**src/rtl/gate_seq_ctrl_if.sv**
```systemverilog
// Gate-matrix stream from the gate source (ROM or host FIFO) into the sequencing controller.
// complexNum words are 16 bits: {re[7:0], im[7:0]}, sign-magnitude, 6 fractional bits.
interface gate_seq_ctrl_if #(
  parameter int N = 2
);
  localparam int DIM = 1 << N;

  logic                          gate_valid;
  logic                          gate_ready;
  logic [DIM-1:0][DIM-1:0][15:0] gate_in;

  modport master (
    output gate_valid,
    output gate_in,
    input  gate_ready
  );

  modport slave (
    input  gate_valid,
    input  gate_in,
    output gate_ready
  );
endinterface

```
**src/rtl/gate_seq_ctrl.sv**
```systemverilog
// Sequencing controller for gateStateMult: initialises the 2^N-element state register to |0..0>
// and writes the multiplier result back once per accepted gate matrix.
module gate_seq_ctrl #(
  parameter  int N   = 2,
  parameter  int LAT = 1,
  localparam int DIM = 1 << N
) (
  input  logic                          clk,
  input  logic                          reset,
  input  logic                          start,
  input  logic                          abort,
  input  logic [7:0]                    num_gates,
  gate_seq_ctrl_if.slave                gate_bus,
  output logic [DIM-1:0][15:0]          mult_state,
  output logic [DIM-1:0][DIM-1:0][15:0] mult_gate,
  input  logic [DIM-1:0][15:0]          mult_result,
  output logic [DIM-1:0][15:0]          state_out,
  output logic [7:0]                    gates_done,
  output logic                          busy,
  output logic                          done
);

  typedef enum logic [2:0] {
    S_IDLE,
    S_INIT,
    S_LOAD,
    S_APPLY,
    S_WRITE,
    S_DONE
  } fsm_e;

  localparam logic [3:0]  LAT_LOAD = 4'(LAT - 1);
  localparam logic [15:0] ONE      = 16'h4000;

  fsm_e                          fsm_q, fsm_d;
  logic [7:0]                    num_q, num_d;
  logic [7:0]                    cnt_q, cnt_d;
  logic [3:0]                    lat_q, lat_d;
  logic [DIM-1:0][15:0]          vec_q, vec_d;
  logic [DIM-1:0][DIM-1:0][15:0] gate_q, gate_d;
  logic                          busy_q, busy_d;
  logic                          ready_q, ready_d;
  logic                          done_q, done_d;

  always_comb begin
    fsm_d  = fsm_q;
    num_d  = num_q;
    cnt_d  = cnt_q;
    lat_d  = lat_q;
    vec_d  = vec_q;
    gate_d = gate_q;

    // abort freezes every data register, so it also suppresses a same-cycle write-back or latch
    if (abort) begin
      fsm_d = S_IDLE;
    end else begin
      unique case (fsm_q)
        S_IDLE: begin
          if (start) begin
            fsm_d = S_INIT;
            num_d = num_gates;
            cnt_d = '0;
          end
        end
        S_INIT: begin
          vec_d    = '0;
          vec_d[0] = ONE;
          fsm_d    = (num_q == '0) ? S_DONE : S_LOAD;
        end
        S_LOAD: begin
          if (gate_bus.gate_valid && ready_q) begin
            gate_d = gate_bus.gate_in;
            lat_d  = LAT_LOAD;
            fsm_d  = S_APPLY;
          end
        end
        S_APPLY: begin
          if (lat_q == '0) begin
            fsm_d = S_WRITE;
          end else begin
            lat_d = lat_q - 4'd1;
          end
        end
        S_WRITE: begin
          vec_d = mult_result;
          cnt_d = cnt_q + 8'd1;
          fsm_d = (cnt_d == num_q) ? S_DONE : S_LOAD;
        end
        S_DONE: begin
          fsm_d = S_IDLE;
        end
        default: begin
          fsm_d = S_IDLE;
        end
      endcase
    end

    // Status outputs are decoded from the next state so they line up with the registered FSM
    busy_d  = (fsm_d != S_IDLE);
    ready_d = (fsm_d == S_LOAD);
    done_d  = (fsm_d == S_DONE);
  end

  always_ff @(posedge clk or negedge reset) begin
    if (!reset) begin
      fsm_q   <= S_IDLE;
      num_q   <= '0;
      cnt_q   <= '0;
      lat_q   <= '0;
      vec_q   <= '0;
      gate_q  <= '0;
      busy_q  <= 1'b0;
      ready_q <= 1'b0;
      done_q  <= 1'b0;
    end else begin
      fsm_q   <= fsm_d;
      num_q   <= num_d;
      cnt_q   <= cnt_d;
      lat_q   <= lat_d;
      vec_q   <= vec_d;
      gate_q  <= gate_d;
      busy_q  <= busy_d;
      ready_q <= ready_d;
      done_q  <= done_d;
    end
  end

  assign gate_bus.gate_ready = ready_q;
  assign mult_state          = vec_q;
  assign state_out           = vec_q;
  assign mult_gate           = gate_q;
  assign gates_done          = cnt_q;
  assign busy                = busy_q;
  assign done                = done_q;

endmodule

```
**src/flat_wrapper.sv**
```systemverilog
// flat-port wrapper written by rule: the top's interface ports become plain ports
module gate_seq_ctrl_flat 
#(
  parameter  int N   = 2,
  parameter  int LAT = 1,
  localparam int DIM = 1 << N
)
  (clk, reset, start, abort, num_gates, mult_state, mult_gate, mult_result, state_out, gates_done, busy, done, gate_bus_gate_valid, gate_bus_gate_in, gate_bus_gate_ready);
  gate_seq_ctrl_if #(.N(N)) gate_bus_i ();
  input  logic clk;
  input  logic reset;
  input  logic start;
  input  logic abort;
  input  logic [7:0] num_gates;
  output logic [DIM-1:0][15:0] mult_state;
  output logic [DIM-1:0][DIM-1:0][15:0] mult_gate;
  input  logic [DIM-1:0][15:0] mult_result;
  output logic [DIM-1:0][15:0] state_out;
  output logic [7:0] gates_done;
  output logic busy;
  output logic done;
  input wire logic [$bits(gate_bus_i.gate_valid)-1:0] gate_bus_gate_valid;
  input wire logic [$bits(gate_bus_i.gate_in)-1:0] gate_bus_gate_in;
  output wire logic [$bits(gate_bus_i.gate_ready)-1:0] gate_bus_gate_ready;
  assign gate_bus_i.gate_valid = gate_bus_gate_valid;
  assign gate_bus_i.gate_in = gate_bus_gate_in;
  assign gate_bus_gate_ready = gate_bus_i.gate_ready;
  gate_seq_ctrl #(.N(N), .LAT(LAT)) u_core (.clk(clk), .reset(reset), .start(start), .abort(abort), .num_gates(num_gates), .gate_bus(gate_bus_i), .mult_state(mult_state), .mult_gate(mult_gate), .mult_result(mult_result), .state_out(state_out), .gates_done(gates_done), .busy(busy), .done(done));
endmodule
```
**config.mk**
```make
export PLATFORM = sky130hd
export DESIGN_NAME = gate_seq_ctrl_flat
export DESIGN_NICKNAME = d
export VERILOG_FILES = /design/src/rtl/gate_seq_ctrl_if.sv /design/src/rtl/gate_seq_ctrl.sv /design/src/flat_wrapper.sv
export SDC_FILE = /design/constraint.sdc
export NUM_CORES = 1
export LEC_CHECK = 0
export CORE_AREA = 2 2 281 283
export DETAILED_ROUTE_END_ITERATION = 12
export DIE_AREA = 0 0 283 285
export GPL_ROUTABILITY_DRIVEN = 0
export PLACE_DENSITY = 0.44
export REMOVE_ABC_BUFFERS = 1
export SLEW_MARGIN = 10
export SYNTH_ARGS = -nofsm -noshare
export SYNTH_HDL_FRONTEND = slang
export SYNTH_SLANG_ARGS = --single-unit
```
**constraint.sdc**
```tcl
create_clock -name clk -period 1.9 [get_ports clk]
set_input_delay 0.38 -clock clk [delete_from_list [all_inputs] [get_ports clk]]
set_output_delay 0.38 -clock clk [all_outputs]
set_load 0.01 [all_outputs]
```
== Yosys cells after proc, flatten, opt, wreduce, memory -nomap -nowiden ==
Index checks and enable logic that the tools add are counted.

* Bits of input ports: 333
* Output and inout bits: 395
* Logic and storage cells: 66
* Flip-flop bits (word level): 346

* Add/sub/neg operators: 2
* Reductions and logical operators: 13
* Mux-type cells: 13
* Eq/ne operators: 10
* Bitwise gates (word level): 1

{| class="wikitable"
|+ Operator list
! kind !! number
|-
| one-hot mux 64 bit (2 select lines) || 1
|-
| two-way mux 3 bit || 6
|-
| one-hot mux 8 bit (2 select lines) || 1
|-
| one-hot mux 3 bit (5 select lines) || 1
|-
| equality test 3 x 2 -> 1 bit (second input constant) || 3
|-
| AND reduction 3 bit || 3
|-
| adder 8 x 1 -> 8 bit (second input constant) || 1
|-
| equality test 8 bit || 1
|-
| zero test 8 bit || 1
|-
| two-way mux 4 bit || 2
|-
| two-way mux 8 bit || 1
|-
| one-hot mux 4 bit (2 select lines) || 1
|-
| equality test 3 bit (second input constant) || 2
|-
| nonzero test 2 bit || 3
|-
| zero test 4 bit || 1
|-
| inequality test 2 bit (second input constant) || 2
|-
| AND reduction 4 bit || 1
|-
| subtractor 4 x 1 -> 4 bit (second input constant) || 1
|-
| equality test 3 x 1 -> 1 bit (second input constant) || 1
|-
| zero test 3 bit || 1
|-
| nonzero test 3 bit || 1
|-
| inequality test 2 x 1 -> 1 bit (second input constant) || 1
|-
| AND reduction 2 bit || 1
|-
| logical AND 1 bit || 1
|-
| inverter 1 bit || 1
|}

== Logic depth before layout (Yosys ltp) ==
* Depth in word-level cells: 6
* Depth in mapped cells: 8
* Mapped depth without buffers: 7

== Least setup slack after synthesis ==
Ideal clock, no wire load.

* Kind: reg2reg
* From: register u_core.cnt_q[0], in the netlist u_core.gates_done[0]
* To: register u_core.ready_q, in the netlist u_core.gate_bus.gate_ready
* Buffers on the path: 1
* Data required time: 1.781 ns
* Setup slack: -0.055 ns
* Arrival time: 1.836 ns
* Setup time: 0.119 ns
* Period minus slack after synthesis: 1.955 ns
* Cell stages (with the launch flop): 8
* Path through: dfrtp_1 -> and3_1 -> buf_4 -> a31oi_1 -> or4_1 -> nor4_2 -> a21oi_1 -> and2_1

* Cells in the longest elaborated chain, start to end: 6

{| class="wikitable"
|+ RTL lines
! item !! RTL line !! text
|-
| from (decl) || gate_seq_ctrl.sv:37 || <nowiki>logic [7:0] cnt_q, cnt_d;</nowiki>
|-
| from (signal assigned) || gate_seq_ctrl.sv:118 || <nowiki>cnt_q <= cnt_d;</nowiki>
|-
| adder 8 x 1 -> 8 bit || gate_seq_ctrl.sv:86 || <nowiki>cnt_d = cnt_q + 8'd1;</nowiki>
|-
| equality test 8 bit || gate_seq_ctrl.sv:87 || <nowiki>fsm_d = (cnt_d == num_q) ? S_DONE : S_LOAD;</nowiki>
|-
| two-way mux 3 bit || gate_seq_ctrl.sv:87 ||
|-
| one-hot mux 3 bit (5 select lines) || gate_seq_ctrl.sv:57 || <nowiki>unique case (fsm_q)</nowiki>
|-
| two-way mux 3 bit || gate_seq_ctrl.sv:54 || <nowiki>if (abort) begin</nowiki>
|-
| named net u_core.fsm_d[1] || gate_seq_ctrl.sv:35 || <nowiki>fsm_e fsm_q, fsm_d;</nowiki>
|-
| equality test 3 x 2 -> 1 bit || gate_seq_ctrl.sv:100 || <nowiki>ready_d = (fsm_d == S_LOAD);</nowiki>
|-
| named net u_core.ready_d || gate_seq_ctrl.sv:42 || <nowiki>logic ready_q, ready_d;</nowiki>
|-
| to (signal assigned) || gate_seq_ctrl.sv:123 || <nowiki>ready_q <= ready_d;</nowiki>
|-
| to (decl) || gate_seq_ctrl.sv:42 ||
|}

The timed path passes the listed nets, and every way through them passes these cells.
A chain may end at the register's enable or synchronous reset.

== Final worst setup path ==
* From: register u_core.cnt_q[0], in the netlist u_core.gates_done[0]
* To: register u_core.done_q, in the netlist u_core.done

* Cells in the longest elaborated chain, start to end: 6

{| class="wikitable"
|+ RTL lines
! item !! RTL line !! text
|-
| adder 8 x 1 -> 8 bit || gate_seq_ctrl.sv:86 ||
|-
| equality test 8 bit || gate_seq_ctrl.sv:87 ||
|-
| two-way mux 3 bit || gate_seq_ctrl.sv:87 ||
|-
| one-hot mux 3 bit (5 select lines) || gate_seq_ctrl.sv:57 ||
|-
| two-way mux 3 bit || gate_seq_ctrl.sv:54 ||
|-
| equality test 3 bit || gate_seq_ctrl.sv:101 || <nowiki>done_d = (fsm_d == S_DONE);</nowiki>
|-
| named net u_core.done_d || gate_seq_ctrl.sv:43 || <nowiki>logic done_q, done_d;</nowiki>
|-
| to (signal assigned) || gate_seq_ctrl.sv:124 || <nowiki>done_q <= done_d;</nowiki>
|-
| to (decl) || gate_seq_ctrl.sv:43 ||
|}

The timed path passes the listed nets, and every way through them passes these cells.

==> summary.md <==
| Metric | Value |
|---|---|
| Max clock buf depth | 3 |
| Gate power share | around 29% |
| Post-DP HPWL | around 42,000 um |
| Max_slew headroom | 68.8% |
| Chip Width | 283 um |
| VDD IR-drop max | between 0.6 and 0.7 mV |
| Unrepaired setup endpoints after global routing | yes |
| Clock group share of total power | 32.5% |
| Hold Violations, Final | 0 |
| First-pass detailed-route iteration total | 4 |
| Most repeated cell in the gate-level netlist after synthesis | dfrtp_1 |
| Switch Pwr | ~0.0076 W |
| Final slew viol count | 0 |
| Vias in the first global route | 11,289 |
| Post-route ant nets | 0 |
| Die area | roughly 81,000 sq um |
| Slowest stage cell, crit path | or4_4 |
| Startpoint types | register |
| #FFs+latches synth | 346 |
| Cell Int Power | approximately 0.019 W |
| Post-layout instance area | 24,300 sq um |
| Mapped cell area | between 10,000 and 15,000 sq um |
| Buffers added on ports | 727 |
| Synth warnings | 0 |
| Avg Cell Area, Syn | roughly 15 sq um |
| P_leak | around 13 nW |
| Largest area contributor in the netlist | dfrtp_1 |
| Core area | 78,000 sq um |
| Post-layout min period | 1880 ps |
| Worst slack at placement | -516 ps |
| Reg clk slew, reported paths | 60 ps |
| Kind of cell adding the most delay to the critical path | simple AND/OR/NAND/NOR gates |
| Via Count | 10,574 |
| Nets | 2,014 |
| Critical path class | reg2reg |
| Via density | 3.83 |
| I/O pin count | roughly 730 |
| Min-delay worst type | in2async |
| PwrDens | 1090 nW/um^2 |
| Most frequent cells after synthesis | 346 x dfrtp_1, 264 x mux2_2, 69 x buf_4 |
| Pin count of the biggest net entering global routing | 65 |
| Routed len/inst | slightly above 20 um |
| DRC viols | 0 |
| Sequential element share of the synthesized area | a little under two thirds |
| Worst setup slack after layout | between 15 and 20 ps |
| Critical Path RT | 2370 ps |
| FP Rows | 103 |
| First-pass GRT wire length | 79,000 um |
| Fmax achieved | between 500 and 600 MHz |
| Post-synth ARST share | 100% |
| WP buf/inv | 0 |
| Total global-route track usage | 13.0% |
| DP Area | 22,300 sq um |
| Max incr delay on CP | 440 ps |
| Starting Density | 17.5% |
| Initial antenna violation count | 2 |
| Area contributors post-synth | dfrtp_1 63%, mux2_2 22%, a22o_1 4.4% |
| Crit path DAT | 2350 ps |
| Skew-Pair Late Insertion Delay | 560 ps |
| TritonCTS Sinks | 346 |
| Ratio of cells with drive above 1 in the final layout | 28.2% |
| Status | finished, final reports clean |
| Share of the synthesized area in the top cell type | 63.5% |
| Period utilization | 99.0% |
| H-tree level count | 2 |
| Sw Share | 28.5% |
| Worst Skew | 18.0 ps |
| Maxcap violations | 0 |
| Worst slew pin tran | 470 ps |
| Netlist cell types | a little over 40 |
| Final setup vio count | 0 |
| Cell breakdown of the critical path | ha_4, xor2_1, or4_4, nor4_4, nand3b_1, o21ai_1 |
| Clk root buf | clkbuf_16 |
| Drt initial violations | 330 |
| Die Y | 285 um |
| Area growth from synthesis to layout | 78.2% |
| Main synth FF type | dfrtp_1 |
| Total CTS buffers | 43 |
| Setup TNS | 0 ps |
| TritonCTS clock tree | built |
| Post-synth EDFFs | 0 |
| Total congestion overflow | 0 |
| Sequential power share | 38.1% |
| Critical path peak fanout | 3 |
| Final wirelength | 55,900 um |
| CP Capture Type | register |
| Cells after Synth | 908 |
-- power by group through the flow --
stage	combinational, W	sequential (W)	clock [W]
2_1_floorplan	0.00187	0.0110	0
3_3_place_gp	0.00834	0.0102	0
3_5_place_dp	0.00838	0.0103	0
4_1_cts	0.00791	0.0101	0.00896
5_1_grt	0.00824	0.0103	0.00926
6_report	0.00777	0.0101	0.00862
-- through the flow --
step,utilization (%),power [W],hold slack [ps],cells
floorplan,-,0.0129,84.4,794
global placement,28.6,0.0186,319,2652
detailed placement,28.6,0.0186,321,2652
CTS,30.3,0.0270,292,2738
global route,31.2,0.0279,312,2762
finish,31.2,0.0265,312,2763
-- routing by layer --
layer,wire length [um],track usage [%]
met5,0,0
met4,1650,4.23
met3,5250,5.58
met2,28600,22.9
met1,20300,13.9
-- sequential cells by signal (all words and copies together) (netlist names) --
| name | cells |
|---|---|
| u_core.lat_q | 4 |
| u_core.fsm_q | 3 |
| u_core.gate_bus.gate_ready | 1 |
| u_core.gates_done | 8 |
| u_core.mult_gate | 256 |
| u_core.mult_state | 64 |
| u_core.done | 1 |
| u_core.busy | 1 |
| u_core.num_q | 8 |
-- cells in the final DEF, fill, tap and decap left out, types with 5 or more instances in the layout --
cell             instances
mux2_2                 260
clkbuf_8                11
o21ai_0                 12
clkbuf_1                 5
a22o_1                  68
nand2_1                 18
clkbuf_16               53
dlymetal6s2s_1          56
nor2_1                   7
dfrtp_1                336
clkdlybuf4s50_1        463
inv_1                    5
xnor2_1                  5
a21oi_1                 10
dlygate4sd2_1          200
buf_12                  10
dfrtp_2                 10
buf_6                    5
buf_16                   7
clkinv_2                10
buf_4                   79
-- kinds of logic (layout without fill, tap and decap cells) --
kind of cell,Yosys count,in the layout,share of synthesized area [%]
flops,346,346,63.5
mux,266,266,21.9
buf+inv,119,922,5.46
compound gates,105,105,5.94
simple gates,58,58,2.22
xor+xnor,11,11,0.706
fa+ha+maj,3,3,0.275
other cells,0,2,0
-- path summary, 6_finish.rpt --
path                                 startpoint               endpoint  slack [ps]  cells after the start
max reg2reg                u_core.gates_done[0]            u_core.done          20                      6
min                                       reset  u_core.mult_gate[101]         310                      2
max                        u_core.gates_done[0]            u_core.done          20                      6
min reg2reg                u_core.mult_gate[89]   u_core.mult_gate[89]         500                      1
max in group asynchronous                 reset    u_core.mult_gate[1]         800                      3
min in group clk                mult_result[14]  u_core.mult_state[14]         420                      3
-- layout make-up --
class,count,area (sq um)
clock buffers,61,1300
multi-input cells,443,4360
clock inverters,17,195
well taps,1050,1310
diodes,2,5.00
flip-flops and latches,346,8670
fillers,7894,53700
repair buffers,839,8460
inverters,5,18.8
-- worst register-to-register path, cell delays in order (launching register included) --
cell and delay, ps:
dfrtp_1 420, ha_4 260, xor2_1 160, or4_4 440, nor4_4 200, nand3b_1 180, o21ai_1 150
-- what timing repair did --
action                                  4_1_cts  5_1_grt
cloned                                        0        9
resized for setup                           225       97
endpoints found under the hold margin        21        0
endpoints found under the setup margin      232      210
pin swaps                                     3        1
buffers inserted                              7       14
hold buffers                                  1        0
No activity file was read; power rests on OpenSTA's default activity.
